`config.mk`:
```
export PLATFORM = sky130hd
export DESIGN_NAME = uart_tx_engine_flat
export DESIGN_NICKNAME = d
export VERILOG_FILES = /design/src/rtl/uart_tx_engine_if.sv /design/src/rtl/uart_tx_engine.sv /design/src/flat_wrapper.sv
export SDC_FILE = /design/constraint.sdc
export NUM_CORES = 1
export LEC_CHECK = 0
export ABC_AREA = 1
export BUFFER_PORTS_ARGS = -buffer_cell sky130_fd_sc_hd__buf_2
export CORE_MARGIN = 1
export CORE_UTILIZATION = 60
export CTS_CLUSTER_SIZE = 16
export DETAILED_ROUTE_END_ITERATION = 6
export PLACE_DENSITY = 0.89
export SETUP_SLACK_MARGIN = 0.15
export SYNTH_ARGS = -nofsm -noshare
export SYNTH_HDL_FRONTEND = slang
export SYNTH_SLANG_ARGS = --single-unit
```
`constraint.sdc`:
```
create_clock -name clk -period 6.5 [get_ports clk]
set_clock_uncertainty 0.15 [all_clocks]
set_input_delay 0.325 -clock clk [delete_from_list [all_inputs] [get_ports clk]]
set_output_delay 0.325 -clock clk [all_outputs]
set_load 0.03 [all_outputs]
```
`src/rtl/uart_tx_engine_if.sv`:
```
// Host-side write port of the UART transmitter: byte strobe, overrun clear
// and the holding-register / overrun status flags.
interface uart_tx_engine_if;
  logic       load;
  logic [7:0] din;
  logic       clr_ovr;
  logic       txrdy;
  logic       ovr;

  modport master (output load, din, clr_ovr, input txrdy, ovr);
  modport slave  (input load, din, clr_ovr, output txrdy, ovr);
endinterface

```
`src/rtl/uart_tx_engine.sv`:
```
// Double-buffered UART transmitter: holding register feeds a shift register,
// frames of start / 7-8 data / optional parity / stop, each bit k clocks long.
module uart_tx_engine #(
  parameter int K_W = 20
) (
  input  logic           clk,
  input  logic           reset,
  input  logic [K_W-1:0] k,
  input  logic           eight,
  input  logic           pen,
  input  logic           ohel,
  uart_tx_engine_if.slave hif,
  output logic           tx,
  output logic           busy
);

  typedef enum logic [2:0] {IDLE, START, DATA, PARITY, STOP} state_e;

  state_e         state_q, state_d;
  logic [K_W-1:0] cnt_q, cnt_d;
  logic [K_W-1:0] k_q, k_d;
  logic [3:0]     bit_q, bit_d;
  logic [7:0]     hold_q, hold_d;
  logic [7:0]     sh_q, sh_d;
  logic           eight_q, eight_d;
  logic           pen_q, pen_d;
  logic           par_q, par_d;
  logic           tx_q, tx_d;
  logic           txrdy_q, txrdy_d;
  logic           ovr_q, ovr_d;

  logic [K_W-1:0] k_eff;
  logic [7:0]     data_sel;
  logic           bit_end, last_data, xfer, load_acc, load_rej;

  // A zero divisor would never terminate a bit; treat it as one cycle.
  assign k_eff     = (k_q == '0) ? K_W'(1) : k_q;
  assign bit_end   = (cnt_q == k_eff - K_W'(1));
  assign last_data = (bit_q == (eight_q ? 4'd7 : 4'd6));
  assign data_sel  = eight ? hold_q : {1'b0, hold_q[6:0]};

  // Holding register is full exactly when txrdy is low.
  assign xfer      = (state_q == IDLE) && !txrdy_q;
  assign load_acc  = hif.load && txrdy_q;
  assign load_rej  = hif.load && !txrdy_q;

  always_comb begin
    state_d = state_q;
    cnt_d   = cnt_q;
    k_d     = k_q;
    bit_d   = bit_q;
    hold_d  = hold_q;
    sh_d    = sh_q;
    eight_d = eight_q;
    pen_d   = pen_q;
    par_d   = par_q;
    tx_d    = tx_q;
    txrdy_d = txrdy_q;
    ovr_d   = ovr_q;

    if (state_q != IDLE)
      cnt_d = bit_end ? '0 : cnt_q + K_W'(1);

    case (state_q)
      IDLE: begin
        tx_d = 1'b1;
        if (xfer) begin
          state_d = START;
          sh_d    = data_sel;
          k_d     = k;
          eight_d = eight;
          pen_d   = pen;
          par_d   = (^data_sel) ^ ohel;
          cnt_d   = '0;
          bit_d   = '0;
          tx_d    = 1'b0;
          txrdy_d = 1'b1;
        end
      end
      START: begin
        if (bit_end) begin
          state_d = DATA;
          tx_d    = sh_q[0];
        end
      end
      DATA: begin
        if (bit_end) begin
          if (last_data) begin
            state_d = pen_q ? PARITY : STOP;
            tx_d    = pen_q ? par_q : 1'b1;
          end else begin
            bit_d = bit_q + 4'd1;
            sh_d  = {1'b0, sh_q[7:1]};
            tx_d  = sh_q[1];
          end
        end
      end
      PARITY: begin
        if (bit_end) begin
          state_d = STOP;
          tx_d    = 1'b1;
        end
      end
      STOP: begin
        if (bit_end) begin
          state_d = IDLE;
          tx_d    = 1'b1;
        end
      end
      default: begin
        state_d = IDLE;
        tx_d    = 1'b1;
      end
    endcase

    // Load and transfer never coincide: load needs txrdy=1, transfer txrdy=0.
    if (load_acc) begin
      hold_d  = hif.din;
      txrdy_d = 1'b0;
    end

    if (hif.clr_ovr) ovr_d = 1'b0;
    if (load_rej)    ovr_d = 1'b1;
  end

  always_ff @(posedge clk or posedge reset) begin
    if (reset) begin
      state_q <= IDLE;
      cnt_q   <= '0;
      k_q     <= '0;
      bit_q   <= '0;
      hold_q  <= '0;
      sh_q    <= '0;
      eight_q <= 1'b0;
      pen_q   <= 1'b0;
      par_q   <= 1'b0;
      tx_q    <= 1'b1;
      txrdy_q <= 1'b1;
      ovr_q   <= 1'b0;
    end else begin
      state_q <= state_d;
      cnt_q   <= cnt_d;
      k_q     <= k_d;
      bit_q   <= bit_d;
      hold_q  <= hold_d;
      sh_q    <= sh_d;
      eight_q <= eight_d;
      pen_q   <= pen_d;
      par_q   <= par_d;
      tx_q    <= tx_d;
      txrdy_q <= txrdy_d;
      ovr_q   <= ovr_d;
    end
  end

  assign tx        = tx_q;
  assign busy      = (state_q != IDLE);
  assign hif.txrdy = txrdy_q;
  assign hif.ovr   = ovr_q;

endmodule

```
`src/flat_wrapper.sv`:
```
// flat-port wrapper written by rule: the top's interface ports become plain ports
module uart_tx_engine_flat 
#(
  parameter int K_W = 20
)
  (clk, reset, k, eight, pen, ohel, tx, busy, hif_load, hif_din, hif_clr_ovr, hif_txrdy, hif_ovr);
  uart_tx_engine_if hif_i ();
  input  logic clk;
  input  logic reset;
  input  logic [K_W-1:0] k;
  input  logic eight;
  input  logic pen;
  input  logic ohel;
  output logic tx;
  output logic busy;
  input wire logic [$bits(hif_i.load)-1:0] hif_load;
  input wire logic [$bits(hif_i.din)-1:0] hif_din;
  input wire logic [$bits(hif_i.clr_ovr)-1:0] hif_clr_ovr;
  output wire logic [$bits(hif_i.txrdy)-1:0] hif_txrdy;
  output wire logic [$bits(hif_i.ovr)-1:0] hif_ovr;
  assign hif_i.load = hif_load;
  assign hif_i.din = hif_din;
  assign hif_i.clr_ovr = hif_clr_ovr;
  assign hif_txrdy = hif_i.txrdy;
  assign hif_ovr = hif_i.ovr;
  uart_tx_engine #(.K_W(K_W)) u_core (.clk(clk), .reset(reset), .k(k), .eight(eight), .pen(pen), .ohel(ohel), .hif(hif_i), .tx(tx), .busy(busy));
endmodule
```
Word level (Yosys, flattened, before mapping)
Cells that the tools add are included.
{"block": "word_totals", "reg_bits": 69, "out_inout_bits": 4, "wordCells": 83}
{"block": "op_classes", "add_sub_neg": 3, "eq_ne": 14, "mux": 35, "bitwise": 1, "reduce_logical": 18}
{"cell": "20-bit two-way mux", "n": 5}
{"cell": "8-bit two-way mux", "n": 4}
{"cell": "3-bit two-way mux", "n": 7}
{"cell": "20-bit by 1-bit adder with 20-bit output (second input constant)", "n": 1}
{"cell": "20-bit equality test", "n": 1}
{"cell": "20-bit logical NOT", "n": 1}
{"cell": "20-bit by 1-bit subtractor with 20-bit output (second input constant)", "n": 1}
{"cell": "8-bit one-hot mux with 2 select lines", "n": 1}
{"cell": "3-bit one-hot mux with 5 select lines", "n": 1}
{"cell": "2-bit by 1-bit inequality test with 1-bit output (second input constant)", "n": 7}
{"cell": "1-bit two-way mux", "n": 12}
{"cell": "4-bit two-way mux", "n": 3}
{"cell": "4-bit one-hot mux with 2 select lines", "n": 1}
{"cell": "2-bit nonzero test", "n": 4}
{"cell": "8-bit XOR reduction", "n": 1}
{"cell": "3-bit by 2-bit equality test with 1-bit output (second input constant)", "n": 2}
{"cell": "6-bit AND reduction", "n": 1}
{"cell": "4-bit by 1-bit adder with 4-bit output (second input constant)", "n": 1}
{"cell": "4-bit equality test", "n": 1}
{"cell": "1-bit one-hot mux with 4 select lines", "n": 1}
{"cell": "2-bit AND reduction", "n": 2}
{"cell": "4-bit AND reduction", "n": 1}
{"cell": "3-bit by 1-bit equality test with 1-bit output (second input constant)", "n": 1}
{"cell": "3-bit equality test (second input constant)", "n": 1}
{"cell": "other kinds (8)", "n": 10}

Logic depth before layout (Yosys ltp)
{"block": "logic_depth", "ltp_word": 8, "depth_mapped": 22, "ltp_nobuf": 20}

Worst setup path after synthesis
OpenSTA, ideal clock, no wires.
{"block": "synth_timing", "kind": "register to register", "startpoint": "reg u_core.k_q[15]", "endpoint": "reg u_core.cnt_q[15]", "setup_time_ns": 0.135, "t_arrival_ns": 2.614, "required_ns": 6.215, "slack_ns": 3.601, "path_stages_with_launch": 20, "path_buffers": 2, "period_less_slack_ns": 2.899, "path_cell_list": "dfrtp_1 > buf_2 > nor2_1 > nand2_1 > nor2_4 > nand3_4 > nand2_2 > inv_2 > ha_1 > nand2_1 > nor2_4 > nand4_1 > xor2_1 > nor2_1 > nor2_2 > nand3_2 > nor2_4 > nand2_2 > buf_6 > nor3b_1"}
{"block": "synth_via", "elab_chain_cells": 8}
{"item": "start, declared", "line": "uart_tx_engine.sv:21", "rtl": "logic [K_W-1:0] k_q, k_d;"}
{"item": "start signal, assigned", "line": "uart_tx_engine.sv:143", "rtl": "k_q <= k_d;"}
{"item": "20-bit logical NOT", "line": "uart_tx_engine.sv:37", "rtl": "assign k_eff = (k_q == '0) ? K_W'(1) : k_q;"}
{"item": "20-bit two-way mux (*)", "line": "uart_tx_engine.sv:37"}
{"item": "20-bit by 1-bit subtractor with 20-bit output (*)", "line": "uart_tx_engine.sv:38", "rtl": "assign bit_end = (cnt_q == k_eff - K_W'(1));"}
{"item": "20-bit equality test (*)", "line": "uart_tx_engine.sv:38"}
{"item": "20-bit two-way mux (*)", "line": "uart_tx_engine.sv:62", "rtl": "cnt_d = bit_end ? '0 : cnt_q + K_W'(1);"}
{"item": "20-bit two-way mux (*)", "line": "uart_tx_engine.sv:61", "rtl": "if (state_q != IDLE)"}
{"item": "20-bit two-way mux", "line": "uart_tx_engine.sv:67", "rtl": "if (xfer) begin"}
{"item": "20-bit two-way mux (*)", "line": "uart_tx_engine.sv:64", "rtl": "case (state_q)"}
{"item": "net u_core.cnt_d[15]", "line": "uart_tx_engine.sv:20", "rtl": "logic [K_W-1:0] cnt_q, cnt_d;"}
{"item": "end signal, assigned", "line": "uart_tx_engine.sv:142", "rtl": "cnt_q <= cnt_d;"}
{"item": "end, declared", "line": "uart_tx_engine.sv:20"}
The timed path passes the listed nets; every way through them passes the cells marked *.
A chain may end at the register's enable or synchronous reset.

Worst setup path in the final report
{"block": "layout_timing", "startpoint": "reg u_core.k_q[15]", "endpoint": "reg u_core.sh_q[5]"}
{"block": "layout_via", "elab_chain_cells": 6}
{"item": "20-bit logical NOT", "line": "uart_tx_engine.sv:37"}
{"item": "20-bit two-way mux (*)", "line": "uart_tx_engine.sv:37"}
{"item": "20-bit by 1-bit subtractor with 20-bit output (*)", "line": "uart_tx_engine.sv:38"}
{"item": "20-bit equality test (*)", "line": "uart_tx_engine.sv:38"}
{"item": "2-bit by 1-bit inequality test with 1-bit output (no source line) (*)"}
{"item": "4-bit AND reduction (no source line) (*)"}
{"item": "end signal, assigned", "line": "uart_tx_engine.sv:133", "rtl": "sh_q <= '0;"}
{"item": "end signal, assigned", "line": "uart_tx_engine.sv:146", "rtl": "sh_q <= sh_d;"}
{"item": "end, declared", "line": "uart_tx_engine.sv:24", "rtl": "logic [7:0] sh_q, sh_d;"}
Every way passes the cells marked *; elsewhere a longest branch is shown, timed or not.

==> run_summary.xml <==
<?xml version="1.0" encoding="UTF-8"?>
<metrics>
  <group name="run_status">
    <metric name="status" unit="">finished, violations left</metric>
    <metric name="failed_checks" unit="">DRC</metric>
  </group>
  <group name="grt">
    <metric name="antenna_found_initial" unit="">0</metric>
    <metric name="grt.met2_usage" unit="%">50.7</metric>
    <metric name="grt_use_met1" unit="%">41.9</metric>
    <metric name="busiest_metal_layer_after_global_routing" unit="">met2</metric>
    <metric name="grt_max_degree" unit="">70</metric>
    <metric name="grt_pass1_vias" unit="">3914</metric>
    <metric name="gr_util_met3" unit="%">7.39</metric>
    <metric name="grt.overflow.total" unit="">0</metric>
    <metric name="grt_pass1_wl" unit="um">18100</metric>
    <metric name="gr-usage-all-layers" unit="%">31.4</metric>
  </group>
  <group name="yosys">
    <metric name="synth_compound_area_share" unit="%">6.06</metric>
    <metric name="ys_top_cells_by_area" unit="">sky130_fd_sc_hd__dfrtp_1 (39%), sky130_fd_sc_hd__nand2_1 (15%), sky130_fd_sc_hd__xor2_1 (6.1%), sky130_fd_sc_hd__nor2_1 (5.5%), sky130_fd_sc_hd__inv_1 (5.1%)</metric>
    <metric name="yosys-mux-area-fraction" unit="%">1.56</metric>
    <metric name="async_reset_ff_share" unit="%">100</metric>
    <metric name="post-synth-top-area-fraction" unit="%">38.7</metric>
    <metric name="yosys_most_used_dff" unit="">sky130_fd_sc_hd__dfrtp_1</metric>
    <metric name="synth_cell_type_count" unit="">39</metric>
    <metric name="syn-mean-instance-area" unit="um^2">7.35</metric>
    <metric name="synthAdderAreaFrac" unit="%">0.865</metric>
    <metric name="synth-xor-area-share" unit="%">9.09</metric>
    <metric name="synth-seq-cells" unit="">69</metric>
    <metric name="synth_largest_area_cell" unit="">sky130_fd_sc_hd__dfrtp_1</metric>
    <metric name="synthSimpleGateAreaFrac" unit="%">35.3</metric>
    <metric name="synth_nets" unit="">628</metric>
    <metric name="post_synth_instance_area" unit="um^2">4340</metric>
    <metric name="synth_seq_area_share" unit="%">39.9</metric>
    <metric name="synth_enable_flop_cells" unit="">0</metric>
    <metric name="synth_top_family_by_area" unit="">simple AND/OR/NAND/NOR gates</metric>
    <metric name="count_of_yosys_warnings_during_synthesis" unit="">0</metric>
    <metric name="synth_cells" unit="">590</metric>
  </group>
  <group name="die">
    <metric name="rows" unit="">30</metric>
    <metric name="i_o_pin_count" unit="">39</metric>
    <metric name="core" unit="um^2">6910</metric>
    <metric name="die_h" unit="um">87.0</metric>
    <metric name="die_area" unit="um^2">7570</metric>
    <metric name="start_util" unit="%">62.8</metric>
    <metric name="die_wd" unit="um">87.0</metric>
  </group>
  <group name="layout">
    <metric name="finish.instance_area" unit="um^2">4840</metric>
    <metric name="multi_input_comb_area" unit="um^2">2300</metric>
    <metric name="final_nets" unit="">668</metric>
    <metric name="post_route_cells_drive_above_1_share" unit="%">14.6</metric>
    <metric name="layout.area.seq" unit="um^2">1730</metric>
    <metric name="final.fill_count" unit="">574</metric>
    <metric name="antenna_cells" unit="">0</metric>
    <metric name="most-common-layout-cells" unit="">sky130_fd_sc_hd__nand2_1 (176), sky130_fd_sc_hd__dfrtp_1 (67), sky130_fd_sc_hd__nor2_1 (62), sky130_fd_sc_hd__inv_1 (58)</metric>
    <metric name="layout.cells.most_common" unit="">sky130_fd_sc_hd__nand2_1</metric>
    <metric name="area_growth" unit="%">11.7</metric>
  </group>
  <group name="worst_setup_path">
    <metric name="worst-setup-path-type" unit="">reg -&gt; reg</metric>
    <metric name="critical_path.cell_chain" unit="">nor2_1 -&gt; nand2_1 -&gt; nor2_4 -&gt; nand3_4 -&gt; nand2_2 -&gt; inv_2 -&gt; ha_1 -&gt; nand2_1 -&gt; nor2_4 -&gt; nand4_1 -&gt; xor2_1 -&gt; xor2_1 -&gt; inv_1 -&gt; nor3_1 -&gt; nand3_1 -&gt; nand2_1 -&gt; nand2_1 -&gt; nand2_1</metric>
    <metric name="critPathTopFamily" unit="">simple AND/OR/NAND/NOR gates</metric>
    <metric name="startpoint_type" unit="">register</metric>
    <metric name="timing.critical_path.fanout_max" unit="">13</metric>
    <metric name="timing.critical_path.buf_inv" unit="">2</metric>
    <metric name="setup.worst_path.end_class" unit="">register</metric>
    <metric name="worst-endpoint-required" unit="ns">6.65</metric>
    <metric name="crit_cells" unit="">18</metric>
    <metric name="slowest_delay" unit="ns">0.48</metric>
    <metric name="crit_slowest_cell" unit="">sky130_fd_sc_hd__dfrtp_1</metric>
    <metric name="critical-path-top-cell-by-count" unit="">sky130_fd_sc_hd__nand2_1</metric>
    <metric name="length_in_cells_of_the_worst_reg_to_reg_path" unit="">18</metric>
    <metric name="timing.critical_path.arrival" unit="ns">3.93</metric>
  </group>
  <group name="hold_path">
    <metric name="worstHoldPathType" unit="">in -&gt; reg</metric>
    <metric name="holdPathStages" unit="">3</metric>
  </group>
  <group name="timing">
    <metric name="final_max_slew_viol_count" unit="">0</metric>
    <metric name="finalSetupTns" unit="ns">0</metric>
    <metric name="slew-limit-headroom" unit="%">29.7</metric>
    <metric name="finalCriticalPeriod" unit="ns">3.78</metric>
    <metric name="setup_violations" unit="">0</metric>
    <metric name="fmaxAchievable" unit="MHz">264</metric>
    <metric name="worst_margin_slew" unit="ns">1.05</metric>
    <metric name="finalHoldViolations" unit="">0</metric>
    <metric name="rsz0062_at_grt" unit="">no</metric>
    <metric name="min_period_over_period" unit="%">58.2</metric>
  </group>
  <group name="cts">
    <metric name="tritoncts.num_buffers" unit="">9</metric>
    <metric name="ctsResizeCount" unit="">0</metric>
    <metric name="clock_tree.buffer_depth" unit="">2</metric>
    <metric name="clock_insertion_delay_worst_skew" unit="ns">0.36</metric>
    <metric name="htree_levels" unit="">3</metric>
    <metric name="root_buffer" unit="">sky130_fd_sc_hd__clkbuf_8</metric>
    <metric name="cts_hold_buf" unit="">1</metric>
    <metric name="path_clk_slew" unit="ns">0.09</metric>
    <metric name="clock_sinks" unit="">69</metric>
    <metric name="post_cts_buffers" unit="">0</metric>
    <metric name="tritoncts" unit="">done</metric>
  </group>
  <group name="placed_design">
    <metric name="portBuffers" unit="">38</metric>
    <metric name="dpl_cell_area" unit="um^2">4600</metric>
    <metric name="finalWeightedCongestion" unit="">0.932</metric>
    <metric name="hpwl" unit="um">7570</metric>
  </group>
  <group name="detailed_routing">
    <metric name="viasPerCell" unit="">5.47</metric>
    <metric name="detail_route.drc_violations" unit="">3</metric>
    <metric name="drt-wirelength-per-cell" unit="um">14.7</metric>
    <metric name="routed_wl" unit="um">10800</metric>
    <metric name="dr_total_vias" unit="">3999</metric>
    <metric name="first_iter_violations" unit="">276</metric>
    <metric name="ant_nets" unit="">0</metric>
    <metric name="drt_pre_antenna_iters" unit="">7</metric>
  </group>
  <group name="power">
    <metric name="max-vdd-ir-drop" unit="uV">273</metric>
    <metric name="power-per-cell-area" unit="nW/um^2">478</metric>
    <metric name="leakage_power_figure" unit="nW">2.39</metric>
  </group>
  <group name="job">
    <metric name="max-cap-violations" unit="">0</metric>
  </group>
</metrics>
state kept, by name, indices dropped and copies added (netlist names), 3 cells and up:
name            count
u_core.cnt_q       20
u_core.k_q         20
u_core.hold_q       8
u_core.sh_q         8
u_core.bit_q        4
u_core.state_q      3
per-layer routing:
metal	vias up	wire, um
li1	1966	-
met1	1830	4810
met2	172	4920
met3	31	716
met4	0	303
met5	-	0
cell usage after synthesis (all sizes together), types with 3 or more instances:
cell and count:
nor3 7, xor2 30, clkinv 3, clkbuf 8, nor2 75, ha 3, dfrtp 67, nand4 17
buf 5, a21oi 9, nor3b 9, nand3b 4, o22ai 3, xnor2 15, mux2 6, nand2 180
inv 64, nand3 42, o21ai 31
tightest hold or removal path, cell delays in order:
cell	delay [ns]
sky130_fd_sc_hd__buf_2	0.08
sky130_fd_sc_hd__nand2_1	0.04
sky130_fd_sc_hd__nand2_1	0.05
through the flow:
stage / setup WS, ns / hold WS, ns / utilization (%) / instances / total power [mW]
3_3_place_gp: 2.95 / 0.318 / 66.6 / 713 / 1.84
5_1_grt: 2.37 / 0.0264 / 70.1 / 731 / 2.52
4_1_cts: 2.75 / 0.00235 / 70.0 / 730 / 2.29
6_report: 2.72 / 0.0234 / 70.1 / 731 / 2.31
3_5_place_dp: 2.83 / 0.343 / 66.6 / 713 / 1.89
2_1_floorplan: 3.60 / 0.238 / - / 590 / 1.61
area by class of cell:
class                           count  area share [%]
Multi-Input combinational cell    441            47.4
Tap cell                           96            2.48
Sequential cell                    69            35.7
Inverter                           67            5.19
Clock inverter                      6            1.94
Clock buffer                       10            2.63
Timing Repair Buffer               42            4.65
kinds of logic (layout without fill, tap and decap cells):
logic type,Yosys count,in the layout
and+or+nand+nor,339,339
adders and majority gates,3,3
DFF,69,69
muxes,6,6
xor gates and xnor gates,45,45
buffers and inverters,80,125
AOI/OAI and AO/OA,48,48
path summary, 6_finish.rpt:
kind                                         endpoint                  startpoint  slack, ns
max in group asynchronous   u_core.cnt_q[4]$_DFF_PP0_                       reset       5.55
min                         u_core.k_q[9]$_DFFE_PP0P_                        k[9]       0.02
max reg2reg                u_core.sh_q[5]$_DFFE_PP0P_  u_core.k_q[15]$_DFFE_PP0P_       2.72
min reg2reg                     u_core.tx$_DFFE_PP1P_       u_core.tx$_DFFE_PP1P_       0.36
min in group asynchronous  u_core.k_q[13]$_DFFE_PP0P_                       reset       0.07
max                        u_core.sh_q[5]$_DFFE_PP0P_  u_core.k_q[15]$_DFFE_PP0P_       2.72
where the power goes:
group	leakage [nW]	switching (mW)	internal, mW	total [mW]
combinational	1.40	0.772	0.388	1.16
clock	0.107	0.180	0.220	0.400
sequential	0.878	0.164	0.590	0.755
total	2.39	1.12	1.20	2.31
(Power assumes the default switching activity.)
